===== src/rtl/pc_sequencer.sv =====
`default_nettype none
// ============================================================================
// Module   : pc_sequencer
// Brief    : Program-counter sequencer with a three-state fetch FSM
//            (BOOT / REQ / HOLD), branch redirect, stall hold and a sticky
//            address-wrap flag.
// Revision : 1.0 - initial release
// ============================================================================
module pc_sequencer #(
  parameter int              WIDTH    = 64,
  parameter int              STEP     = 4,
  parameter logic [WIDTH-1:0] RESET_PC = '0
) (
  input  logic             clk_i,
  input  logic             reset_i,
  input  logic             stall_i,
  input  logic             br_taken_i,
  input  logic [WIDTH-1:0] br_target_i,
  input  logic             iack_i,
  output logic             ireq_o,
  output logic [WIDTH-1:0] pc_o,
  output logic [WIDTH-1:0] pc_next_o,
  output logic             valid_o,
  output logic             wrap_o
);

  // Increment as a WIDTH-bit value; the alignment mask clears the low
  // log2(STEP) bits of a redirect target so fetches stay STEP-aligned.
  localparam logic [WIDTH-1:0] STEP_W     = WIDTH'(STEP);
  localparam logic [WIDTH-1:0] ALIGN_MASK = ~(WIDTH'(STEP - 1));

  // Reject non-power-of-two or zero increments at elaboration.
  if ((STEP < 1) || ((STEP & (STEP - 1)) != 0)) begin : g_bad_step
    $error("pc_sequencer: STEP must be a power of two >= 1");
  end

  typedef enum logic [1:0] {
    S_BOOT = 2'd0,
    S_REQ  = 2'd1,
    S_HOLD = 2'd2
  } state_t;

  state_t           state_q;
  logic [WIDTH-1:0] pc_q;
  logic             valid_q;
  logic             wrap_q;
  logic             ireq_q;
  logic [WIDTH:0]   sum_d;

  // One-bit-wider adder so the carry out of WIDTH is visible for Wrap.
  assign sum_d     = {1'b0, pc_q} + {1'b0, STEP_W};
  assign pc_next_o = sum_d[WIDTH-1:0];

  // Fetch FSM: priority is reset, then redirect, then stall, then accept.
  always_ff @(posedge clk_i) begin
    if (reset_i) begin
      state_q <= S_BOOT;
      pc_q    <= RESET_PC;
      valid_q <= 1'b0;
      wrap_q  <= 1'b0;
      ireq_q  <= 1'b0;
    end else begin
      valid_q <= 1'b0;
      case (state_q)
        S_BOOT: begin
          // One idle cycle after reset before the first request.
          state_q <= S_REQ;
          ireq_q  <= 1'b1;
        end
        S_REQ, S_HOLD: begin
          if (br_taken_i) begin
            // Redirect squashes any fetch accepted this cycle; Wrap untouched.
            pc_q    <= br_target_i & ALIGN_MASK;
            state_q <= stall_i ? S_HOLD : S_REQ;
            ireq_q  <= ~stall_i;
          end else if (stall_i) begin
            state_q <= S_HOLD;
            ireq_q  <= 1'b0;
          end else if (state_q == S_HOLD) begin
            // Stall released: resume requesting; IAck is meaningless here.
            state_q <= S_REQ;
            ireq_q  <= 1'b1;
          end else if (iack_i) begin
            pc_q    <= pc_next_o;
            valid_q <= 1'b1;
            if (sum_d[WIDTH]) begin
              wrap_q <= 1'b1;
            end
            ireq_q  <= 1'b1;
          end else begin
            ireq_q  <= 1'b1;
          end
        end
        default: begin
          state_q <= S_BOOT;
          ireq_q  <= 1'b0;
        end
      endcase
    end
  end

  assign ireq_o  = ireq_q;
  assign pc_o    = pc_q;
  assign valid_o = valid_q;
  assign wrap_o  = wrap_q;

endmodule
`default_nettype wire


===== config.mk =====
export PLATFORM = sky130hd
export DESIGN_NAME = pc_sequencer
export DESIGN_NICKNAME = d
export VERILOG_FILES = /design/src/rtl/pc_sequencer.sv
export SDC_FILE = /design/constraint.sdc
export NUM_CORES = 1
export LEC_CHECK = 0
export CAP_MARGIN = 20
export CORE_MARGIN = 3
export CORE_UTILIZATION = 50
export CTS_CLUSTER_DIAMETER = 40
export DETAILED_ROUTE_END_ITERATION = 10
export PLACE_DENSITY = 0.95
export REMOVE_ABC_BUFFERS = 1
export SKIP_LAST_GASP = 1
export SYNTH_ARGS = -nofsm -noshare
export SYNTH_HDL_FRONTEND = slang
export SYNTH_SLANG_ARGS = --single-unit

===== constraint.sdc =====
create_clock -name clk_i -period 5.7 [get_ports clk_i]
set_clock_uncertainty 0.1 [all_clocks]
set_input_delay 0.855 -clock clk_i [delete_from_list [all_inputs] [get_ports clk_i]]
set_output_delay 0.855 -clock clk_i [all_outputs]
set_load 0.02 [all_outputs]

Yosys cells after proc, flatten, opt, wreduce, memory -nomap -nowiden
Index checks and enable logic that the tools add are counted.
Storage, ports and cells
  bits in registers: 69
  word-level logic and storage cells: 34
  input port bits: 69
  output and inout bits: 131
Cells by class
  reductions and logical operators: 6
  bitwise operators: 4
  muxes and demuxes: 13
  eq/ne operators: 5
  add/sub/neg operators: 1
Operators with widths (count)
  $mux W64: 4
  $add A64 B3 Y65 const B: 1
  $mux W2: 4
  $reduce_and A6 Y1: 1
  $reduce_or A5 Y1: 1
  $ne A4 B4 Y1 const B: 1
  $not A1 Y1: 4
  $pmux W2 S2: 1
  $reduce_and A4 Y1: 1
  $mux W1: 3
  $eq A2 B1 Y1 const B: 1
  $eq A2 B2 Y1 const B: 1
  $logic_not A2 Y1: 1
  $ne A2 B1 Y1 const B: 1
  $ne A2 B2 Y1 const B: 1
  $pmux W1 S2: 1
  $reduce_bool A2 Y1: 1
  $reduce_or A2 Y1: 1

Depth between registers and ports, before layout
  depth after elaboration: 5
  gate-level depth with buffers: 9

Worst setup path before layout
Ideal clock, no wire load.
  kind: reg-to-output
  start: register pc_q[3], in the netlist pc_o[3]
  end: output pc_next_o[52]
  slack: 2.425 ns
  buffers on the path: 0
  cell stages (with the launch flop): 7
  arrival: 2.320 ns
  path through: dfxtp_1 -> ha_1 -> nand3_1 -> nor4_4 -> nand4_4 -> nor3_1 -> xor2_1
Between the ends
  cells in the longest elaborated chain, start to end: 1
RTL lines
  start, declared: line 44  | logic [WIDTH-1:0] pc_q;
  start signal, assigned: line 73  | pc_q <= br_target_i & ALIGN_MASK;
  start signal, assigned: line 84  | pc_q <= pc_next_o;
  $add A64 B3 Y65: line 51  | assign sum_d = {1'b0, pc_q} + {1'b0, STEP_W};
  end, declared: line 22  | output logic [WIDTH-1:0] pc_next_o,
Every way passes these cells.

Worst setup path in the final report
  start: register pc_q[2], in the netlist pc_o[2]
  end: output pc_next_o[58]
The elaborated chain is that of the path after synthesis.

==> flow_metrics.tcl <==
set metrics [dict create \
    ys.warnings.count 0 \
    timing.critical_path.arrival_ns 3.77 \
    grt.overflow.total 0 \
    transition_time_of_the_tightest_slew_check_pin_ns 0.979 \
    placement.cell_area_mm2 0.00742 \
    postSynthCellCount 755 \
    cts_buffers 9 \
    maximum_number_of_pins_on_one_net_before_global_route_repair 78 \
    max_freq_ghz 0.212 \
    cpMaxStageDelayCell "sky130_fd_sc_hd__clkdlybuf4s50_1" \
    ctsHoldBuffers 0 \
    cts_tree "yes" \
    number_of_synthesized_flops_with_an_enable_pin 0 \
    synth.ff_latch_count 67 \
    cts.reportedPaths.clkPinSlew_ns 0.08 \
    synth_sequential_area_ratio 0.241 \
    cts.htree.levels 3 \
    cts_num_sinks 67 \
    row_count 37 \
    post_layout_minimum_cycle_time_ns 4.72 \
    drt_drc_violations_left 0 \
    crit_chain "ha_1 > nand3_1 > nor2_1 > nand4_1 > nor3_1 > xor2_1 > clkdlybuf4s50_1" \
    hold_viol 0 \
    worst-r2r-cell-count 5 \
    reg2reg_to "pc_o[22]" \
    cp-start-kind "flip-flop" \
    power_per_cell_area_mw_per_mm2 217 \
    ys_dominant_reg_cell "sky130_fd_sc_hd__dfxtp_1" \
    mappedNetlistArea_mm2 0.00555 \
    place.port_buffers 193 \
    vdd_ir_drop_max_uv 135 \
    totalNegativeSetupSlack_ns 0 \
    first_pass_grt_wire_length_mm 32.3 \
    drt_first_iter_violations 918 \
    final_layout_size_suffix_gt1_frac 0.0522 \
    num_io_pins 200 \
    initial_utilization 0.526 \
    ctsRootBufferMaster "sky130_fd_sc_hd__clkbuf_8" \
    ff2ff_setup_slack_ns 2.37 \
    outcome "finished, final reports clean" \
    wl_per_cell_um 19.6 \
    worst_setup_path_endpoint "pc_next_o[58]" \
    required_time_of_the_critical_path_ns 4.74 \
    hpwl_mm 14.4 \
    synth.avg_cell_area_um2 7.36 \
    cts-resized-gates 0 \
    ctsLongestPathBuffers 2 \
    die-area_mm2 0.0124 \
    placeable_core_region_mm2 0.0106 \
    cts_post_setup_buffers_inserted 0 \
    critPathMaxStageDelay_ns 0.62 \
    worstSetupEndpointType "primary output" \
    asyncSetResetFlopFracSynth 0 \
    layout_area_overhead_pct 36.8 \
    worstHoldPathType "flip-flop to flip-flop" \
    grt_pass1_vias 6229 \
    critical_path.reg2reg.startpoint "state_q[0]" \
    viasPerCell 6.47 \
    cap_viol_max_count 0 \
    number_of_diodes 0 \
    setup_violations_final 0 \
    drt-pass1-iter-count 6 \
    finalMaxSlewViolations 0 \
    routed_wl_mm 20.3 \
    floorplan.die.width_um 111 \
    power.static_leakage_uw 0.00255 \
    final.period_utilization 0.829 \
    die_height_um 111 \
    route.antenna.remaining_nets 0 \
    crit_start "pc_o[2]" \
    crit_path_max_fanout 12 \
    design_area_mm2 0.00760 \
    global_routing_usage_summed_across_all_routing_layers 0.312 \
    timing_worst_setup_path_type "flip-flop to primary output" \
    grt_antenna_before_repair 0 \
    synthDistinctLibCells 62 \
    gp_congestion 0.956 \
    worstSkewPairLatency_ns 0.36 \
    finalNetCount 971 \
    grt_setup_unrepaired "no" \
    detailroute.via_count 6710 \
    timing.max_slew.rel_slack 0.347 \
]
[state kept, by name (all words and copies together) (netlist names)]
register and flops:
ireq_o 1, pc_o 62, state_q 2, valid_o 1, wrap_o 1
[layer usage]
layer	track usage	vias up	wire, µm
met3	0.0647	90	2220
met4	0.121	0	839
met5	0	-	0
li1	-	3077	-
met2	0.493	480	9270
met1	0.418	3063	7980
[final cells by class]
class | count | area [µm²]
multi-input cells | 597 | 3840
flip-flops and latches | 67 | 1340
fillers | 838 | 2960
clock inverters | 6 | 57.6
clock buffers | 9 | 124
inverters | 21 | 78.8
repair buffers | 201 | 1980
well taps | 136 | 170
[metrics by stage]
stage	instances	hold WS, ns	worst slack (ns)	power (µW)	utilization
floorplan	685	0.360	2.12	923	-
CTS	1037	0.387	1.09	1640	0.720
finish	1037	0.382	0.977	1650	0.720
global route	1037	0.427	0.814	1720	0.720
global placement	1022	0.334	1.60	1240	0.703
detailed placement	1022	0.374	1.48	1250	0.703
[critical path: cells and delay by family, from the launching register on]
family	cells	cell delay (ns)
adder cells (fa/ha/maj)	1	0.32
flip-flops	1	0.52
AND/OR/NAND/NOR	4	1.75
XOR/XNOR	1	0.18
buffers and inverters	1	0.62
[worst min-delay path by stage]
stage | startpoint | endpoint | slack (ns) | cells past startpoint
after floorplan | state_q[0] | state_q[0] | 0.36 | 2
after global placement | wrap_o | wrap_o | 0.33 | 2
after detailed placement | wrap_o | wrap_o | 0.37 | 2
after CTS | wrap_o | wrap_o | 0.39 | 2
after global routing | wrap_o | wrap_o | 0.43 | 2
final | wrap_o | wrap_o | 0.38 | 2
[synthesized netlist by cell type, types with 6 or more instances]
library cell                n  area share
sky130_fd_sc_hd__a21o_1     6      0.0081
sky130_fd_sc_hd__a21oi_1   40       0.036
sky130_fd_sc_hd__a22oi_1   22       0.030
sky130_fd_sc_hd__a31oi_1   32       0.036
sky130_fd_sc_hd__and2_1     8      0.0090
sky130_fd_sc_hd__and3_1    22       0.025
sky130_fd_sc_hd__and4_1    13       0.021
sky130_fd_sc_hd__buf_1     10      0.0068
sky130_fd_sc_hd__buf_2     19       0.017
sky130_fd_sc_hd__clkbuf_1  39       0.026
sky130_fd_sc_hd__dfxtp_1   67        0.24
sky130_fd_sc_hd__inv_1     21       0.014
sky130_fd_sc_hd__nand2_1   58       0.039
sky130_fd_sc_hd__nand3_1   34       0.031
sky130_fd_sc_hd__nand4_1   32       0.036
sky130_fd_sc_hd__nor2_1    67       0.045
sky130_fd_sc_hd__nor3_1    29       0.026
sky130_fd_sc_hd__nor4_1     8      0.0090
sky130_fd_sc_hd__nor4_2     7       0.016
sky130_fd_sc_hd__o211ai_1  17       0.023
sky130_fd_sc_hd__o21a_1     7      0.0095
sky130_fd_sc_hd__o21ai_0   25       0.023
sky130_fd_sc_hd__o31ai_1    7      0.0095
sky130_fd_sc_hd__o32ai_1   10       0.016
sky130_fd_sc_hd__or3_1     11       0.012
sky130_fd_sc_hd__or4_1     12       0.016
sky130_fd_sc_hd__xnor2_1   39       0.062
sky130_fd_sc_hd__xor2_1    21       0.033
[kinds of logic (layout without fill, tap and decap cells)]
group	count (synthesis)	after routing	share of synthesized area
AO/OA/AOI/OAI	192	192	0.230
XOR/XNOR	60	60	0.0946
adder cells (fa/ha/maj)	5	5	0.0113
buffers and inverters	94	237	0.0707
flip-flops	67	67	0.241
multiplexers	6	6	0.0113
other	1	4	0.000675
AND/OR/NAND/NOR	330	330	0.340
[layout by cell type (no fill, tap or decap), types with 5 or more instances in the layout]
cell type | synthesis | routed
sky130_fd_sc_hd__clkdlybuf4s50_1 | 0 | 191
sky130_fd_sc_hd__a22o_1 | 5 | 5
sky130_fd_sc_hd__and3_1 | 22 | 22
sky130_fd_sc_hd__nor2_1 | 67 | 67
sky130_fd_sc_hd__xor2_1 | 21 | 21
sky130_fd_sc_hd__nand3_1 | 34 | 34
sky130_fd_sc_hd__nor2b_1 | 5 | 5
sky130_fd_sc_hd__or3_1 | 11 | 11
sky130_fd_sc_hd__or4_1 | 12 | 12
sky130_fd_sc_hd__nand4_1 | 32 | 32
sky130_fd_sc_hd__nand2b_1 | 5 | 5
sky130_fd_sc_hd__a21o_1 | 6 | 6
sky130_fd_sc_hd__clkbuf_8 | 0 | 9
sky130_fd_sc_hd__nor4_1 | 8 | 8
sky130_fd_sc_hd__nor4_2 | 7 | 7
sky130_fd_sc_hd__nor3_1 | 29 | 29
sky130_fd_sc_hd__inv_1 | 21 | 21
sky130_fd_sc_hd__xnor2_1 | 39 | 39
sky130_fd_sc_hd__dfxtp_1 | 67 | 67
sky130_fd_sc_hd__a21oi_1 | 40 | 40
sky130_fd_sc_hd__o21ai_0 | 25 | 25
sky130_fd_sc_hd__nand2_1 | 58 | 58
sky130_fd_sc_hd__o31ai_1 | 7 | 7
sky130_fd_sc_hd__and2_1 | 8 | 8
sky130_fd_sc_hd__o211ai_1 | 17 | 17
sky130_fd_sc_hd__and4_1 | 13 | 13
sky130_fd_sc_hd__buf_4 | 4 | 9
sky130_fd_sc_hd__a31oi_1 | 32 | 32
sky130_fd_sc_hd__o21a_1 | 7 | 7
sky130_fd_sc_hd__ha_1 | 5 | 5
sky130_fd_sc_hd__a22oi_1 | 22 | 22
sky130_fd_sc_hd__o32ai_1 | 10 | 10
[where the power goes]
part           internal [µW]  total (µW)  switching, µW
Combinational            298         636            338
Clock                    197         396            199
Sequential               516         617            102
(Power assumes the default switching activity.)
